**config.mk**
```make
export PLATFORM = sky130hd
export DESIGN_NAME = exu_longp_wbck_ctrl
export DESIGN_NICKNAME = d
export VERILOG_FILES = /design/src/rtl/exu_longp_wbck_ctrl_pkg.sv /design/src/rtl/exu_longp_wbck_ctrl_slot.sv /design/src/rtl/exu_longp_wbck_ctrl.sv
export SDC_FILE = /design/constraint.sdc
export NUM_CORES = 1
export LEC_CHECK = 0
export BUFFER_PORTS_ARGS = -buffer_cell sky130_fd_sc_hd__buf_2
export CAP_MARGIN = 20
export CELL_PAD_IN_SITES_DETAIL_PLACEMENT = 0
export CELL_PAD_IN_SITES_GLOBAL_PLACEMENT = 1
export CORE_UTILIZATION = 39
export CTS_BUF_LIST = sky130_fd_sc_hd__clkbuf_4 sky130_fd_sc_hd__clkbuf_8
export DETAILED_ROUTE_END_ITERATION = 10
export PLACE_DENSITY = 0.91
export SYNTH_ARGS = -nofsm -noshare
export SYNTH_HDL_FRONTEND = slang
export SYNTH_SLANG_ARGS = --single-unit
```
**constraint.sdc**
```tcl
create_clock -name clk -period 3.7 [get_ports clk]
set_clock_uncertainty 0.2 [all_clocks]
set_input_delay 1.11 -clock clk [delete_from_list [all_inputs] [get_ports clk]]
set_output_delay 1.11 -clock clk [all_outputs]
set_load 0.05 [all_outputs]
```
**src/rtl/exu_longp_wbck_ctrl_pkg.sv**
```systemverilog
// Shared widths and source indices for the long-pipe write-back controller.
// The tag, regfile-index and data width macros can be overridden before this file is compiled.
`ifndef ITAG_WIDTH
`define ITAG_WIDTH 4
`endif
`ifndef RFIDX_WIDTH
`define RFIDX_WIDTH 5
`endif
`ifndef XLEN
`define XLEN 32
`endif

package exu_longp_wbck_ctrl_pkg;
  localparam int LONGP_SRC_LSU    = 0;
  localparam int LONGP_SRC_MULDIV = 1;
  localparam int LONGP_NUM_SRC    = 2;
  localparam int ITAG_WIDTH_P     = `ITAG_WIDTH;
  localparam int RFIDX_WIDTH_P    = `RFIDX_WIDTH;
  localparam int XLEN_P           = `XLEN;

  typedef logic [ITAG_WIDTH_P-1:0]  itag_t;
  typedef logic [RFIDX_WIDTH_P-1:0] rfidx_t;
endpackage

```
**src/rtl/exu_longp_wbck_ctrl_slot.sv**
```systemverilog
// Single-entry result holding register (valid/itag/wdat/err) for one long-pipe source.
// A load in the same cycle as a drain refills the slot, so the source sees full throughput.
module exu_longp_slot #(
  parameter int ITAG_W = 4,
  parameter int DATA_W = 32
) (
  input  logic              clk,
  input  logic              rst,
  input  logic              i_load,
  input  logic              i_drain,
  input  logic [ITAG_W-1:0] i_itag,
  input  logic [DATA_W-1:0] i_wdat,
  input  logic              i_err,
  output logic              o_vld,
  output logic [ITAG_W-1:0] o_itag,
  output logic [DATA_W-1:0] o_wdat,
  output logic              o_err
);
  logic              r_vld;
  logic [ITAG_W-1:0] r_itag;
  logic [DATA_W-1:0] r_wdat;
  logic              r_err;

  always_ff @(posedge clk) begin
    if (rst) begin
      r_vld <= 1'b0;
    end else if (i_load | i_drain) begin
      r_vld <= i_load;
    end
  end

  always_ff @(posedge clk) begin
    if (rst) begin
      r_itag <= '0;
      r_wdat <= '0;
      r_err  <= 1'b0;
    end else if (i_load) begin
      r_itag <= i_itag;
      r_wdat <= i_wdat;
      r_err  <= i_err;
    end
  end

  assign o_vld  = r_vld;
  assign o_itag = r_itag;
  assign o_wdat = r_wdat;
  assign o_err  = r_err;
endmodule

```
**src/rtl/exu_longp_wbck_ctrl.sv**
```systemverilog
// In-order write-back of long-latency EXU results: only the slot tagged with the OITF retire
// pointer may write the regfile and retire. Optional error path under LONGP_WBCK_ERR_EN.
module exu_longp_wbck_ctrl
  import exu_longp_wbck_ctrl_pkg::*;
#(
  parameter int NUM_SRC = 2,
  parameter int DATA_W  = 32,
  parameter int ITAG_W  = `ITAG_WIDTH,
  parameter int RFIDX_W = `RFIDX_WIDTH
) (
  input  logic                      clk,
  input  logic                      rst,
  input  logic [NUM_SRC-1:0]        src_i_valid,
  output logic [NUM_SRC-1:0]        src_i_ready,
  input  logic [NUM_SRC*ITAG_W-1:0] src_i_itag,
  input  logic [NUM_SRC*DATA_W-1:0] src_i_wdat,
`ifdef LONGP_WBCK_ERR_EN
  input  logic [NUM_SRC-1:0]        src_i_err,
  output logic                      excp_valid,
  output logic [ITAG_W-1:0]         excp_itag,
`endif
  input  logic                      oitf_empty,
  input  logic [ITAG_W-1:0]         oitf_ret_ptr,
  input  logic [RFIDX_W-1:0]        oitf_ret_rdidx,
  input  logic                      oitf_ret_rdwen,
  output logic                      oitf_ret_ena,
  output logic                      rf_wbck_valid,
  input  logic                      rf_wbck_ready,
  output logic [RFIDX_W-1:0]        rf_wbck_rdidx,
  output logic [DATA_W-1:0]         rf_wbck_wdat,
  output logic [31:0]               ret_cnt
);
  logic [NUM_SRC-1:0]        w_slot_vld;
  logic [NUM_SRC-1:0]        w_slot_err;
  logic [NUM_SRC-1:0]        w_src_err;
  logic [NUM_SRC-1:0]        w_load;
  logic [NUM_SRC-1:0]        w_match;
  logic [NUM_SRC-1:0]        w_drain;
  logic [NUM_SRC*ITAG_W-1:0] w_slot_itag;
  logic [NUM_SRC*DATA_W-1:0] w_slot_wdat;
  logic [DATA_W-1:0]         w_sel_wdat;
  logic                      w_sel_err;
  logic                      w_any_match;
  logic [31:0]               r_ret_cnt;

`ifdef LONGP_WBCK_ERR_EN
  assign w_src_err = src_i_err;
`else
  assign w_src_err = '0;
`endif

  assign w_load = src_i_valid & src_i_ready;

  for (genvar k = 0; k < NUM_SRC; k++) begin : g_slot
    exu_longp_slot #(
      .ITAG_W (ITAG_W),
      .DATA_W (DATA_W)
    ) u_slot (
      .clk     (clk),
      .rst     (rst),
      .i_load  (w_load[k]),
      .i_drain (w_drain[k]),
      .i_itag  (src_i_itag[k*ITAG_W +: ITAG_W]),
      .i_wdat  (src_i_wdat[k*DATA_W +: DATA_W]),
      .i_err   (w_src_err[k]),
      .o_vld   (w_slot_vld[k]),
      .o_itag  (w_slot_itag[k*ITAG_W +: ITAG_W]),
      .o_wdat  (w_slot_wdat[k*DATA_W +: DATA_W]),
      .o_err   (w_slot_err[k])
    );
  end

  // Matching is suppressed during reset so a held result can never retire while being dropped.
  always_comb begin
    w_match    = '0;
    w_sel_wdat = '0;
    w_sel_err  = 1'b0;
    for (int k = 0; k < NUM_SRC; k++) begin
      w_match[k] = w_slot_vld[k] & ~oitf_empty & ~rst &
                   (w_slot_itag[k*ITAG_W +: ITAG_W] == oitf_ret_ptr);
      if (w_match[k]) begin
        w_sel_wdat = w_sel_wdat | w_slot_wdat[k*DATA_W +: DATA_W];
        w_sel_err  = w_sel_err  | w_slot_err[k];
      end
    end
  end

  assign w_any_match   = |w_match;
  assign rf_wbck_valid = w_any_match & oitf_ret_rdwen & ~w_sel_err;
  assign rf_wbck_rdidx = oitf_ret_rdidx;
  assign rf_wbck_wdat  = w_sel_wdat;
  assign w_drain       = w_match & {NUM_SRC{rf_wbck_ready | ~oitf_ret_rdwen | w_sel_err}};
  assign oitf_ret_ena  = |w_drain;
  assign src_i_ready   = ~w_slot_vld | w_drain | {NUM_SRC{rst}};

`ifdef LONGP_WBCK_ERR_EN
  always_comb begin
    excp_itag = '0;
    for (int k = 0; k < NUM_SRC; k++) begin
      if (w_match[k]) begin
        excp_itag = excp_itag | w_slot_itag[k*ITAG_W +: ITAG_W];
      end
    end
  end
  assign excp_valid = w_any_match & w_sel_err;
`endif

  always_ff @(posedge clk) begin
    if (rst) begin
      r_ret_cnt <= '0;
    end else if (oitf_ret_ena) begin
      r_ret_cnt <= r_ret_cnt + 32'd1;
    end
  end

  assign ret_cnt = r_ret_cnt;

  // OITF tags are unique, so two slots claiming the retire pointer means an upstream bug.
  a_match_onehot: assert property (@(posedge clk) disable iff (rst) $onehot0(w_match));
endmodule

```
==> run_results.csv <==
group,metric,value,unit
worst_setup_path,worst-setup-path-type,"primary input to output port",
sta,relSlewSlack,49.27,%
worst_setup_path,critPathRequiredTime,2.39,ns
sta,fmax,270.6,MHz
global_routing,grt-ovfl-total,0,
yosys,synth_top_cell_by_area,"dfxtp_1",
power_and_ir_drop,powerDensity,326.4,mW/mm²
yosys,ys_ff_latch,106,
sta,grt_setup_unrepaired,"yes",
floorplanning,die_area,0.01346,mm²
worst_setup_path,crit_fanout,7,
global_routing,grtUsageTotal,19.53,%
clocking,clk_latency,0.38,ns
worst_setup_path,critPathCaptureType,"output port",
sta,min_period,3.696,ns
power_and_ir_drop,p_leak,0.003084,µW
yosys,netlist_instances,535,
placement,dpl_cell_area,0.006126,mm²
worst_setup_path,start_kind,"primary input",
placement,place_hpwl,9177,µm
detailed_routing,drc,0,
detailed_routing,dr.pass1.iters,4,
power_and_ir_drop,peakVddDrop,227.6,µV
layout,seqCellArea,0.002122,mm²
sta,hold_viol,0,
sta,worstMarginPinSlew,0.7610,ns
layout,final_common_cell,"buf_2",
placement,placedCellCount,834,
yosys,yosysTopAreaCellShare,41.87,%
detailed_routing,drt_iter0_markers,198,
yosys,syn_area,0.005069,mm²
floorplanning,rows,41,
placement,place_congestion,0.8157,
yosys,syn_avg_cell_area,9.474,µm²
clocking,numCtsBuffers,9,
layout,drive_gt1_share,39.24,%
floorplanning,die_y,116,µm
yosys,ys_seq_area_share,41.87,%
global_routing,grt_max_degree,80,
layout,synthToLayoutAreaGrowth,32.66,%
global_routing,antenna_found_initial,0,
sta,finalSetupTns,0,ns
detailed_routing,wire_per_inst,16.15,µm
min_path,holdCritPathClass,"flip-flop to flip-flop",
sta,whs,0.3116,ns
yosys,ys_warn_count,0,
detailed_routing,vias,4436,
yosys,ys_types,37,
layout,final_cells,855,
flow_run,cap_violations,0,
clocking,h-tree-depth,3,
yosys,synth_area_leaders,"dfxtp_1 42%, mux2i_1 14%, nor2_1 8.3%",
layout,finalNetCount,767,
detailed_routing,ant_nets,0,
yosys,syn-num-nets,624,
global_routing,grt_pass1_vias,4303,
status,status,"finished, final reports clean",
clocking,cts_sinks,106,
clocking,root_buffer,"clkbuf_8",
worst_setup_path,crit_arrival,2.39,ns
clocking,clock_path_buffers,2,
floorplanning,initial_core_util,40.00,%
clocking,cts_tree,"yes",
detailed_routing,drt-total-wl,13810,µm
sta,finalSetupViolCount,0,
global_routing,grt_pass1_wl,20600,µm
layout,final_cell_mix,"114 x buf_2, 112 x nor2_1, 106 x dfxtp_1, 73 x mux2i_1, 32 x nor2b_1",
placement,io_buffers,150,
layout,multi_input_area,0.002884,mm²
floorplanning,fp.dieW,116,µm
detailed_routing,vias_per_cell,5.188,
floorplanning,core,0.01267,mm²
layout,antenna_cells,0,
clocking,cts.clk_slew.worst_paths,0.11,ns
floorplanning,ioPinCount,161,
layout,fin_area,0.006724,mm²
sta,period_share,99.88,%
sta,drv_slew,0,
layout,fillers,1132,
[layout make-up]
class | count | share of cell area (%)
Clock inverter | 7 | 0.8001
Inverter | 5 | 0.2791
Tap cell | 172 | 3.201
Clock buffer | 9 | 1.842
Sequential cell | 106 | 31.56
Multi-Input combinational cell | 381 | 42.89
Timing Repair Buffer | 175 | 19.43
[metrics by stage]
stage	util, %	worst slack [ns]	power [µW]
after detailed placement	48.35	-0.1011	1529
after floorplan	-	-0.09476	1442
after global routing	53.07	-0.06314	2283
after global placement	48.35	-0.06875	1517
final	53.07	0.004273	2195
after CTS	50.81	-0.002637	2204
[worst max-delay path, cell delays in order]
cell and delay (ns):
buf_8 0.10, xor2_2 0.14, nor3_2 0.20, and3_4 0.31, buf_4 0.18, a22o_2 0.14
buf_4 0.19
[Yosys cell counts]
master       n
a2111oi_1    3
a2111oi_2    2
a2111oi_4    1
a211oi_1    11
a21oi_1      8
a22o_1      32
a41o_1       2
and3_1       7
buf_1        2
buf_2       11
buf_4       11
buf_6        1
clkbuf_1    18
dfxtp_1    106
ha_1         1
inv_1        5
mux2_1       1
mux2_2      30
mux2i_1     73
nand2_1     12
nand2_2      1
nand2b_1     3
nand3_1     11
nand3_2      2
nand3b_1     1
nand4_1     10
nand4_4      1
nor2_1     112
nor2b_1     33
nor3_1       2
nor3_2       2
nor4_1       3
nor4_4       1
o2111ai_1    1
o211ai_1     4
o21ai_0      3
xor2_1       8
[layer usage]
layer	up-vias	routed length [µm]	global-route usage, %
met2	125	6926	33.93
met1	2133	5907	23.19
li1	2153	-	-
met3	25	673	4.027
met4	0	299	8.632
met5	-	0	0
[registers in the layout, summed over array words and instances (netlist names)]
| name | count |
|---|---|
| g_slot.u_slot.o_wdat | 64 |
| ret_cnt | 32 |
| g_slot.u_slot.o_itag | 8 |
| g_slot.u_slot.o_vld | 2 |
[report_power, final]
group          internal, µW  switching (µW)
clock network           249             430
registers              1200            37.8
logic                   133             148
total                  1580             616
[repair_timing]
action	CTS	global route
resized for setup	47	43
cloned	0	4
hold buffers	0	0
buffers inserted	0	1
pin swaps	0	6
endpoints found under the setup margin	33	33
[final timing paths]
path	startpoint	end	slack, ns	cells after the start
min	g_slot[1].u_slot.o_wdat[29]	g_slot[1].u_slot.o_wdat[29]	0.31	2
max reg2reg	g_slot[1].u_slot.o_itag[0]	ret_cnt[18]	1.23	7
min reg2reg	g_slot[1].u_slot.o_wdat[29]	g_slot[1].u_slot.o_wdat[29]	0.31	2
max	oitf_ret_ptr[0]	rf_wbck_wdat[26]	0.004	7
[kinds of logic after synthesis]
logic type	share of synthesized area, %
AO/OA/AOI/OAI	11.13
AND/OR/NAND/NOR	19.28
flip-flops	41.87
multiplexers	21.30
buffers and inverters	4.789
XOR/XNOR	1.382
adder cells (fa/ha/maj)	0.2468
Note: power is estimated with default switching activity, not from simulation.
